`src/rtl/street_light_pkg.sv`:
```
// Shared types and default parameters for the street light sequencer.
package street_light_pkg;

  typedef enum logic [1:0] {
    StDay     = 2'd0,
    StRampOn  = 2'd1,
    StNight   = 2'd2,
    StRampOff = 2'd3
  } state_e;

  localparam int unsigned TickDivDefault       = 200000;
  localparam int unsigned DebounceTicksDefault = 8;
  localparam int unsigned StaggerTicksDefault  = 2;
  localparam int unsigned NumLampsDefault      = 4;

  // Counter width able to hold 0..n-1, never narrower than one bit.
  function automatic int unsigned cnt_width(input int unsigned n);
    return (n > 1) ? $clog2(n) : 1;
  endfunction

endpackage

```
`src/rtl/street_light_sequencer_tick_gen.sv`:
```
// Free-running divider producing a one-cycle tick every TICK_DIV clocks.
module tick_gen
  import street_light_pkg::*;
#(
  parameter int unsigned TICK_DIV = TickDivDefault
) (
  input  logic clk_in,
  input  logic reset,
  output logic tick
);

  localparam int unsigned CntW = cnt_width(TICK_DIV);

  logic [CntW-1:0] cnt_q;

  always_ff @(posedge clk_in or posedge reset) begin
    if (reset) begin
      cnt_q <= '0;
    end else if (cnt_q == CntW'(TICK_DIV - 1)) begin
      cnt_q <= '0;
    end else begin
      cnt_q <= cnt_q + CntW'(1);
    end
  end

  assign tick = (cnt_q == CntW'(TICK_DIV - 1));

endmodule

```
`src/rtl/street_light_sequencer.sv`:
```
// Dusk/dawn lamp sequencer: synchronised, debounced sensor drives a staggered
// thermometer ramp of lamp enables, with force_off/force_on overrides.
module street_light_sequencer
  import street_light_pkg::*;
#(
  parameter int unsigned TICK_DIV       = TickDivDefault,
  parameter int unsigned DEBOUNCE_TICKS = DebounceTicksDefault,
  parameter int unsigned STAGGER_TICKS  = StaggerTicksDefault,
  parameter int unsigned NUM_LAMPS      = NumLampsDefault
) (
  input  logic                 clk_in,
  input  logic                 reset,
  input  logic                 light_sensor,
  input  logic                 force_off,
  input  logic                 force_on,
  output logic [NUM_LAMPS-1:0] lamp_en,
  output logic                 night,
  output logic [1:0]           state,
  output logic                 busy
);

  localparam int unsigned DebW  = cnt_width(DEBOUNCE_TICKS);
  localparam int unsigned StagW = cnt_width(STAGGER_TICKS);

  logic                 tick;
  logic [1:0]           sync_q;
  logic [DebW-1:0]      deb_cnt_q;
  logic                 night_q;
  logic                 demand;
  state_e               state_q;
  logic [NUM_LAMPS-1:0] lamp_q;
  logic [StagW-1:0]     stag_q;
  logic [NUM_LAMPS-1:0] lamp_up;
  logic [NUM_LAMPS-1:0] lamp_dn;
  logic                 stag_done;

  tick_gen #(
    .TICK_DIV(TICK_DIV)
  ) u_tick_gen (
    .clk_in(clk_in),
    .reset (reset),
    .tick  (tick)
  );

  always_ff @(posedge clk_in or posedge reset) begin
    if (reset) begin
      sync_q    <= '0;
      deb_cnt_q <= '0;
      night_q   <= 1'b0;
    end else begin
      sync_q <= {sync_q[0], light_sensor};
      if (tick) begin
        if (sync_q[1] == night_q) begin
          deb_cnt_q <= '0;
        end else if (deb_cnt_q == DebW'(DEBOUNCE_TICKS - 1)) begin
          deb_cnt_q <= '0;
          night_q   <= ~night_q;
        end else begin
          deb_cnt_q <= deb_cnt_q + DebW'(1);
        end
      end
    end
  end

  assign demand    = ~force_off & (force_on | night_q);
  assign lamp_up   = {lamp_q[NUM_LAMPS-2:0], 1'b1};
  assign lamp_dn   = {1'b0, lamp_q[NUM_LAMPS-1:1]};
  assign stag_done = tick && (stag_q == StagW'(STAGGER_TICKS - 1));

  // Demand changes are tested before ticks so a coincident tick is dropped.
  always_ff @(posedge clk_in or posedge reset) begin
    if (reset) begin
      state_q <= StDay;
      lamp_q  <= '0;
      stag_q  <= '0;
    end else if (force_off) begin
      state_q <= StDay;
      lamp_q  <= '0;
      stag_q  <= '0;
    end else begin
      unique case (state_q)
        StDay: begin
          lamp_q <= '0;
          if (demand) begin
            state_q <= StRampOn;
            lamp_q  <= NUM_LAMPS'(1);
            stag_q  <= '0;
          end
        end
        StRampOn: begin
          if (!demand) begin
            state_q <= StRampOff;
            stag_q  <= '0;
          end else if (stag_done) begin
            stag_q <= '0;
            lamp_q <= lamp_up;
            if (&lamp_up) state_q <= StNight;
          end else if (tick) begin
            stag_q <= stag_q + StagW'(1);
          end
        end
        StNight: begin
          if (!demand) begin
            state_q <= StRampOff;
            lamp_q  <= {1'b0, {(NUM_LAMPS - 1){1'b1}}};
            stag_q  <= '0;
          end else begin
            lamp_q <= '1;
          end
        end
        StRampOff: begin
          if (demand) begin
            state_q <= StRampOn;
            stag_q  <= '0;
          end else if (stag_done) begin
            stag_q <= '0;
            lamp_q <= lamp_dn;
            if (lamp_dn == '0) state_q <= StDay;
          end else if (tick) begin
            stag_q <= stag_q + StagW'(1);
          end
        end
      endcase
    end
  end

  assign lamp_en = lamp_q;
  assign night   = night_q;
  assign state   = state_q;
  assign busy    = (state_q == StRampOn) || (state_q == StRampOff);

endmodule
```
`config.mk`:
```
export PLATFORM = sky130hd
export DESIGN_NAME = street_light_sequencer
export DESIGN_NICKNAME = d
export VERILOG_FILES = /design/src/rtl/street_light_pkg.sv /design/src/rtl/street_light_sequencer_tick_gen.sv /design/src/rtl/street_light_sequencer.sv
export SDC_FILE = /design/constraint.sdc
export NUM_CORES = 1
export LEC_CHECK = 0
export ABC_AREA = 0
export CAP_MARGIN = 30
export CORE_MARGIN = 3
export CORE_UTILIZATION = 57
export CTS_CLUSTER_DIAMETER = 40
export DETAILED_ROUTE_END_ITERATION = 8
export PLACE_DENSITY = 0.78
export SKIP_CTS_REPAIR_TIMING = 1
export SLEW_MARGIN = 15
export SYNTH_ARGS = -nofsm -noshare
export SYNTH_HDL_FRONTEND = slang
export SYNTH_HIERARCHICAL = 1
export SYNTH_SLANG_ARGS = --single-unit
```
`constraint.sdc`:
```
create_clock -name clk_in -period 3.52 [get_ports clk_in]
set_input_delay 0.352 -clock clk_in [delete_from_list [all_inputs] [get_ports clk_in]]
set_output_delay 0.352 -clock clk_in [all_outputs]
set_load 0.01 [all_outputs]
```
==> metrics.md <==
| Metric | Value |
|---|---|
| RR Endpoint | `state[0]` |
| Inserted Clock Buffers | `5` |
| Die Wd | `60.6 microns` |
| Mapped Area | `1700 sq um` |
| ANT nets after route | `0` |
| Crit path DAT | `3.06 ns` |
| DR vias/cell | `5.80` |
| Final min period | `2.83 ns` |
| CP max stage delay | `0.45 ns` |
| Area grow syn2layout | `11.9%` |
| Cell Chain, Critical Path | `or3_4 > nor4b_4 > nor3b_4 > ha_1 > nor4b_1 > nor3b_1 > a221oi_2 > mux2_1` |
| Yosys top cell area share | `45.7%` |
| Reg-to-reg startpoint | `u_tick_gen/cnt_q[12]` |
| Clock Sinks | `31` |
| Number of cells in the finished layout apart from fillers | `208` |
| Critical-path top delay cell | `dfrtp_1` |
| Slew HR | `54.4%` |
| Die area | `3670 sq um` |
| Pin count of the biggest net entering global routing | `19` |
| Worst Path Max Fanout | `6` |
| Most frequent cells after synthesis | `31 x dfrtp_1, 11 x nor2_1, 10 x inv_1, 10 x nand2_1` |
| Final wirelength | `3030 microns` |
| CP required | `3.75 ns` |
| Post-layout util | `67.8%` |
| Asr flop ratio synth | `100%` |
| Clock skew after layout | `0.0175 ns` |
| Highest clock rate | `354 MHz` |
| R2r setup slk | `0.69 ns` |
| Syn_nets | `173` |
| Netlist cell types | `43` |
| Power Dens Cells | `472 nW/um^2` |
| Final setup violation count | `0` |
| Final Hold Vio Count | `0` |
| Routed vias | `1,207` |
| Root Buffer | `clkbuf_4` |
| 1st-iter DRT viols | `43` |
| Post-synth EDFFs | `0` |
| Initial Utilization | `60.6%` |
| Kind of critical path | `flip-flop to flip-flop` |
| Nets@finish | `190` |
| Port bufs | `12` |
| CTS HTree Levels | `2` |
| First-pass GRT wire length | `5240 microns` |
| FP Rows | `19` |
| # diodes | `0` |
| Total track usage | `19.3%` |
| DP HPWL | `2310 microns` |
| Clock tree buffer depth | `2` |
| VDD IR-drop max | `292 uV` |
| Initial antenna violation count | `0` |
| Boundary Pins | `13` |
| Placed Cells | `200` |
| Total iterations of the first detailed-routing run | `4` |
| Seq/Total Area, Yosys | `45.7%` |
| Clock Pin Slew Worst Setup and Hold Paths | `0.10 ns` |
| Post-Syn Instances | `159` |
| DRC Markers | `0` |
| Vias in the first global route | `1,168` |
| Leading area contributor after synthesis | `dfrtp_1` |
| Top_reg_cell synth | `dfrtp_1` |
| Setup crit start | `u_tick_gen/cnt_q[12]` |
| R2R cell count | `8` |
| CTS tree | `yes` |
| Core area | `2810 sq um` |
| Share of layout cells above drive strength 1 | `12.4%` |
| Worst slew pin tran | `0.683 ns` |
| Total grt overflow | `0` |
| Syn_area_per_cell | `10.7 sq um` |
| Die Ht | `60.6 microns` |
| Synth top area cells | `dfrtp_1 46%, ha_1 6.6%, xnor2_1 4.6%` |
| Post-DR wirelength/cell | `14.6 microns` |
| Pleak | `0.832 nW` |
| Cell with the most instances after synthesis | `dfrtp_1` |
| Pins Over Slew Limit | `0` |
| Ys Warns | `6` |
| CP endpoint kind | `flip-flop` |
| Final period util | `80.3%` |
| Yosys reg bits | `31` |
| Type of the most critical hold path | `input port to asynchronous set/reset pin` |
| Setup TNS | `0 ns` |
| Crit path to | `state[0]` |
| Gp weighted congestion | `0.796` |
| RSZ-0062 raised after global routing | `no` |
| Status | `completed` |
| Max Cap Violations | `0` |
| CP Launch Type | `flip-flop` |
| Clock Latency Late Sink | `0.33 ns` |
-- through the flow --
step / hold WS [ns] / setup WS [ns] / cell area (sq um) / total power [mW]
after floorplan: 0.229 / 0.632 / 1700 / 0.601
after detailed placement: 0.359 / 0.685 / 1850 / 0.705
final: 0.362 / 0.693 / 1900 / 0.897
after global placement: 0.334 / 0.808 / 1850 / 0.694
after global routing: 0.381 / 0.509 / 1900 / 0.953
after CTS: 0.369 / 0.671 / 1900 / 0.905
-- kinds of logic after synthesis --
logic type      after synthesis  synth area share [%]
fa+ha+maj                     9                  6.63
buf+inv                      13                  3.09
simple gates                 60                  21.6
mux                          10                  6.41
xor+xnor                     13                  6.70
flops                        31                  45.7
compound gates               23                  9.94
-- critical path: cells and delay by family (launching register included) --
family	cells	cell delay (ns)
flip-flops	1	0.45
AND/OR/NAND/NOR	5	1.37
AO/OA/AOI/OAI	1	0.31
multiplexers	1	0.35
adder cells (fa/ha/maj)	1	0.25
-- state kept, by name, summed over array words and instances, names as in the netlist --
register and count:
stag_q 1, deb_cnt_q 3, u_tick_gen/cnt_q 18, state 2
sync_q 2, lamp_en 4, night 1
-- area by class of cell --
type	count	area (sq um)
Clock inverter	1	5.00
Fill cell	230	905
Multi-Input combinational cell	115	871
Tap cell	31	38.8
Timing Repair Buffer	13	128
Clock buffer	7	45.0
Inverter	10	37.5
Sequential cell	31	776
-- how the worst min path moves through the flow --
stage	endpoint	slack, ns
2_1_floorplan	deb_cnt_q[0]	0.23
3_3_place_gp	sync_q[1]	0.33
3_5_place_dp	sync_q[1]	0.36
4_1_cts	state[1]	0.37
5_1_grt	sync_q[1]	0.38
6_report	state[1]	0.36
-- cell usage in the layout (no fill, tap or decap), types with 2 or more instances in the layout --
cell / netlist / final
and4_1: 3 / 3
a211oi_1: 2 / 2
and2_1: 2 / 2
nor3_1: 3 / 3
clkbuf_1: 0 / 2
xnor2_1: 9 / 9
nand2_1: 10 / 10
mux2_2: 5 / 5
or2_2: 2 / 2
nand4_1: 9 / 9
a21oi_1: 4 / 4
nand2b_1: 4 / 4
nand3_1: 4 / 4
o21ai_0: 5 / 5
mux2_1: 2 / 2
ha_1: 9 / 9
clkbuf_4: 0 / 5
dfrtp_1: 31 / 31
clkdlybuf4s50_1: 0 / 12
nor2_1: 11 / 11
or3_1: 2 / 2
inv_1: 10 / 10
a221oi_1: 2 / 2
xor2_1: 4 / 4
mux2i_1: 3 / 3
-- metal layers --
layer | vias to the layer above | part of all wire (%) | track usage (%)
met1 | 574 | 47 | 26.0
met5 | - | 0 | 0
met3 | 6 | 3.3 | 5.74
li1 | 605 | - | -
met2 | 22 | 48 | 29.9
met4 | 0 | 1.3 | 6.50
-- where the power goes --
| group | switching [mW] | internal (mW) | total [mW] |
|---|---|---|---|
| Sequential | 0.0310 | 0.380 | 0.411 |
| Clock | 0.122 | 0.0778 | 0.200 |
| Combinational | 0.143 | 0.144 | 0.286 |
| Total | 0.296 | 0.601 | 0.897 |
(Power assumes the default switching activity.)
==> variant 1, RTL diff (same settings) <==
Set the package constant `StaggerTicksDefault` to 1 (it was 2).
--- a/src/rtl/street_light_pkg.sv
+++ b/src/rtl/street_light_pkg.sv
@@ -12,3 +12,3 @@
   localparam int unsigned DebounceTicksDefault = 8;
-  localparam int unsigned StaggerTicksDefault  = 2;
+  localparam int unsigned StaggerTicksDefault  = 1;
   localparam int unsigned NumLampsDefault      = 4;
Function: no difference found for any inputs over 10 cycles, from zero or initial values and one cycle with reset high; that may be too few to reach the edited logic, so the function may still have changed.
==> variant 1 against the unedited design <==
Core utilization is 0.67 points higher. Sequential share of layout area is 0.054 points lower. Synthesized area is 1.3% lower. Worst setup slack better by 0.31 ns. Total power is 3.4% higher. Clock power is 18% higher. Design area is 0.13% higher. Sequential cell count stayed put. Critical endpoint unchanged. Routed wire length is 4.3% higher. Via count is 1.8% higher. Fmax is 12% higher. Worst hold slack better by 0.0016 ns.
==> variant 1: results (changes against the unedited design) <==
* Status: complete, no violations (unchanged)
* Worst skew pair latency at 0.33 ns (about the same)
* Slew @ Worst Pin at 0.6524 ns (was 0.6831 ns)
* Clk buf depth at 2 (unchanged)
* Syn_nets at 170 (was 173)
* Antenna diodes at 0 (unchanged)
* Path category of the worst min-delay check: primary input to async pin (unchanged)
* Top reg by flops: u_tick_gen/cnt_q (unchanged)
* Non-Filler Instances at 206 (was 208)
* WL/cell at 15.34 µm (was 14.58 µm)
* Metal3 WL at 137 µm (was 101 µm)
* Top routing layer in use: met4 (unchanged)
* Largest net degree at the start of global routing at 19 (unchanged)
* Nets at 187 (was 190)
* Cell leakage power at 0.8401 nW (was 0.8322 nW)
* Placed cell count at 198 (was 200)
* R2R depth at 7 (was 8)
* Initial detailed-routing violation count at 81 (was 43)
* Drt first pass iters at 4 (unchanged)
* CP max stage cell: dfrtp_1 (unchanged)
* Layout cells sized above 1 at 10.86% (was 12.43%)
* Worst-path clk slew at 0.10 ns (about the same)
* CP arrival at 2.73 ns (was 3.06 ns)
* Mux cell area share after synthesis at 6.488% (was 6.406%)
* Routed met1 length at 1264 µm (was 1427 µm)
* H-tree levels at 2 (unchanged)
* R2r setup slk at 1.0 ns (was 0.69 ns)
* DP HPWL at 2409 µm (was 2309 µm)
* DP Area at 1831 µm² (was 1851 µm²)
* Critical path's largest stage delay at 0.45 ns (about the same)
* Post-Synth XOR/XNOR Area at 6.786% (was 6.701%)
* Worst setup path start: u_tick_gen/cnt_q[12] (unchanged)
* Critical path peak fanout at 6 (unchanged)
* Routability cong. at 0.9141 (was 0.7955)
* Cell variety after synth at 43 (unchanged)
* Wire length on met2 at 1698 µm (was 1463 µm)
* Max FFs per register at 18 (unchanged)
* Area contributors post-synth: dfrtp_1, ha_1, xnor2_1 (unchanged)
* First-pass GRT wire length at 5140 µm (was 5237 µm)
* Post-synthesis async set-or-reset flop share at 100.0% (unchanged)
* Post-synthesis compound-gate area fraction at 9.247% (was 9.941%)
* Peak supply drop at 403.7 µV (was 292.1 µV)
* Crit-path leading delay family: simple AND/OR/NAND/NOR gates (unchanged)
* Initial antenna violation count at 0 (unchanged)
* I/O Buffers at 12 (unchanged)
* CTS Buf Count at 5 (unchanged)
* Drt via density at 5.966 (was 5.803)
* Clock skew at 0.01338 ns (was 0.01745 ns)
* Adder-cell area share of the yosys netlist at 5.966% (was 6.627%)
* Cells after Synth at 157 (was 159)
* Vias in the first global route at 1199 (was 1168)
* Syn. warnings at 6 (unchanged)
* CTS root buf: clkbuf_4 (unchanged)
* Worst R2R End: state[0] (unchanged)
* Post-synthesis sequential area ratio at 46.23% (was 45.66%)
* Fin crit period at 2.522 ns (was 2.827 ns)
* Synth top cells by count: dfrtp_1, nor2_1, nand2_1 (was dfrtp_1, nor2_1, inv_1, nand2_1)
* Gr usage total at 19.43% (was 19.33%)
* Post-synth EDFFs at 0 (unchanged)
-- variant 1: logic make-up after synthesis --
kind of cell	after synthesis
xor gates and xnor gates	13
and+or+nand+nor	62
muxes	10
DFF	31
buffers and inverters	12
adders and majority gates	8
AOI/OAI and AO/OA	21
-- variant 1: layer usage --
layer  track usage [%]  vias to the layer above
li1                  -                      594
met1             20.60                      603
met2             34.41                       26
met3             6.048                        6
met4             9.494                        0
met5                 0                        -
-- variant 1: power by group --
| part | internal [mW] | leakage [nW] | switching, mW |
|---|---|---|---|
| registers | 0.380 | 0.410 | 0.0273 |
| logic | 0.138 | 0.392 | 0.145 |
| clock network | 0.117 | 0.0375 | 0.121 |
| total | 0.635 | 0.840 | 0.293 |
-- variant 1: final cells by class --
class / instances / area, µm²
clock inverters: 1 / 7.507
fillers: 213 / 878.3
multi-input cells: 114 / 854.6
clock buffers: 7 / 65.06
flip-flops and latches: 31 / 775.7
well taps: 31 / 38.79
repair buffers: 13 / 127.6
inverters: 9 / 33.78
-- variant 1: worst min-delay path by stage --
stage / from / end / slack, ns
global placement: sync_q[0] / sync_q[1] / 0.34
global route: sync_q[0] / sync_q[1] / 0.38
detailed placement: sync_q[0] / sync_q[1] / 0.35
floorplan: reset / deb_cnt_q[0] / 0.23
CTS: reset / sync_q[0] / 0.36
finish: reset / sync_q[0] / 0.36
==> variant 2, RTL diff (same flow settings) <==
Made on the original files. Put one more register stage on the output `night`, cleared by the reset. The value now appears one clock later. The other outputs are not delayed to match.
--- a/src/rtl/street_light_sequencer.sv
+++ b/src/rtl/street_light_sequencer.sv
@@ -127,3 +127,9 @@
   assign lamp_en = lamp_q;
-  assign night   = night_q;
+  always_ff @(posedge clk_in or posedge reset) begin
+    if (reset) begin
+      night <= '0;
+    end else begin
+      night <= night_q;
+    end
+  end
   assign state   = state_q;
Check against the original RTL: no difference found for any inputs over 10 cycles, from zero or initial values and one cycle with reset high; that may be too few to reach the edited logic, so the function may still have changed.
==> variant 2 against the unedited design <==
Design area up 4.4%. Synthesized cell count grew 1.9%. Sequential share of layout area is 0.46 points lower. Die area increased by 3.4%. Synthesized area increased by 3.8%. Routed wire length is 1.1% lower. Total power up 9.8%. Sequential cell count grew 1. Worst setup slack better by 0.13 ns.
==> variant 2: results (changes against the unedited design) <==
* Status: complete, no violations (unchanged)
* Crit share post-route at 76.62% (was 80.32%)
* Metal3 WL at 134 µm (was 101 µm)
* Layout cells sized above 1 at 13.97% (was 12.43%)
* DP Area at 1908 µm² (was 1851 µm²)
* CTS root buf: clkbuf_4 (unchanged)
* Routability cong. at 0.7934 (was 0.7955)
* Switching pwr at 0.2899 mW (was 0.2959 mW)
* Post-synthesis sequential area ratio at 45.42% (was 45.66%)
* Met3 global-route usage at 7.128% (was 5.745%)
* Worst R2R End: lamp_en[3] (was state[0])
* DP HPWL at 2306 µm (was 2309 µm)
* Clk buf depth at 2 (unchanged)
* I/O Buffers at 12 (unchanged)
* Routed met1 length at 1475 µm (was 1427 µm)
* Worst slack at placement at 0.8495 ns (was 0.6845 ns)
* R2r setup slk at 0.82 ns (was 0.69 ns)
* Hold Slack at 0.3553 ns (was 0.3617 ns)
* Vias at 1235 (was 1207)
* Max FFs per register at 18 (unchanged)
* CP arrival at 2.90 ns (was 3.06 ns)
* Slew @ Worst Pin at 0.6650 ns (was 0.6831 ns)
* Cell variety after synth at 45 (was 43)
* Peak supply drop at 353.2 µV (was 292.1 µV)
* Nets at 192 (was 190)
* Clock Power at 0.262 mW (was 0.200 mW)
* Area contributors post-synth: dfrtp_1, ha_1, xnor2_1 (unchanged)
* Initial detailed-routing violation count at 50 (was 43)
* Non-Filler Instances at 210 (was 208)
* Net Sw Frac at 29.43% (was 32.99%)
* Sequential Power Share at 42.6% (was 45.8%)
* Drt total wl at 2999 µm (was 3032 µm)
* Syn_nets at 176 (was 173)
* Clock skew at 0.009731 ns (was 0.01745 ns)
* Post-synthesis async set-or-reset flop share at 100.0% (unchanged)
* Initial antenna violation count at 0 (unchanged)
* Cells after Synth at 162 (was 159)
* Gr usage total at 19.16% (was 19.33%)
* Placed cell count at 202 (was 200)
* M1 GR Usage at 27.65% (was 26.02%)
* Cell leakage power at 0.8698 nW (was 0.8322 nW)
* First-pass GRT wire length at 5299 µm (was 5237 µm)
* Worst Min Path Start: sync_q[0]
* Wire length on met2 at 1389 µm (was 1463 µm)
* Path category of the worst min-delay check: register to register (was primary input to async pin)
* Worst skew pair latency at 0.32 ns
* Top routing layer in use: met3 (was met4)
* Synth top cells by count: dfrtp_1, nand2_1, nor2_1 (was dfrtp_1, nor2_1, inv_1, nand2_1)
* Met2 usage at 26.91% (was 29.92%)
[variant 2: cell families after synthesis]
group                    Yosys count  share of synthesized area (%)
adder cells (fa/ha/maj)            9                          6.388
AND/OR/NAND/NOR                   64                          23.28
AO/OA/AOI/OAI                     22                          8.943
multiplexers                       9                          6.388
buffers and inverters             13                          3.123
XOR/XNOR                          13                          6.459
flip-flops                        32                          45.42
[variant 2: worst max-delay path, stage by stage, from the launching register on]
cell	delay [ns]
dfrtp_1	0.45
or3_4	0.40
nor4b_4	0.32
nor3b_4	0.24
ha_1	0.22
or3b_1	0.37
a21oi_2	0.19
nor3_4	0.08
mux2_4	0.31
[variant 2: layout make-up]
type                       count  area [µm²]
multi-input combinational    117       907.1
fill                         226       868.3
sequential                    32       800.8
timing repair buffer          13       127.6
clock buffer                   6       41.29
tap                           31       38.79
clock inverter                 2       35.03
inverter                       9       33.78
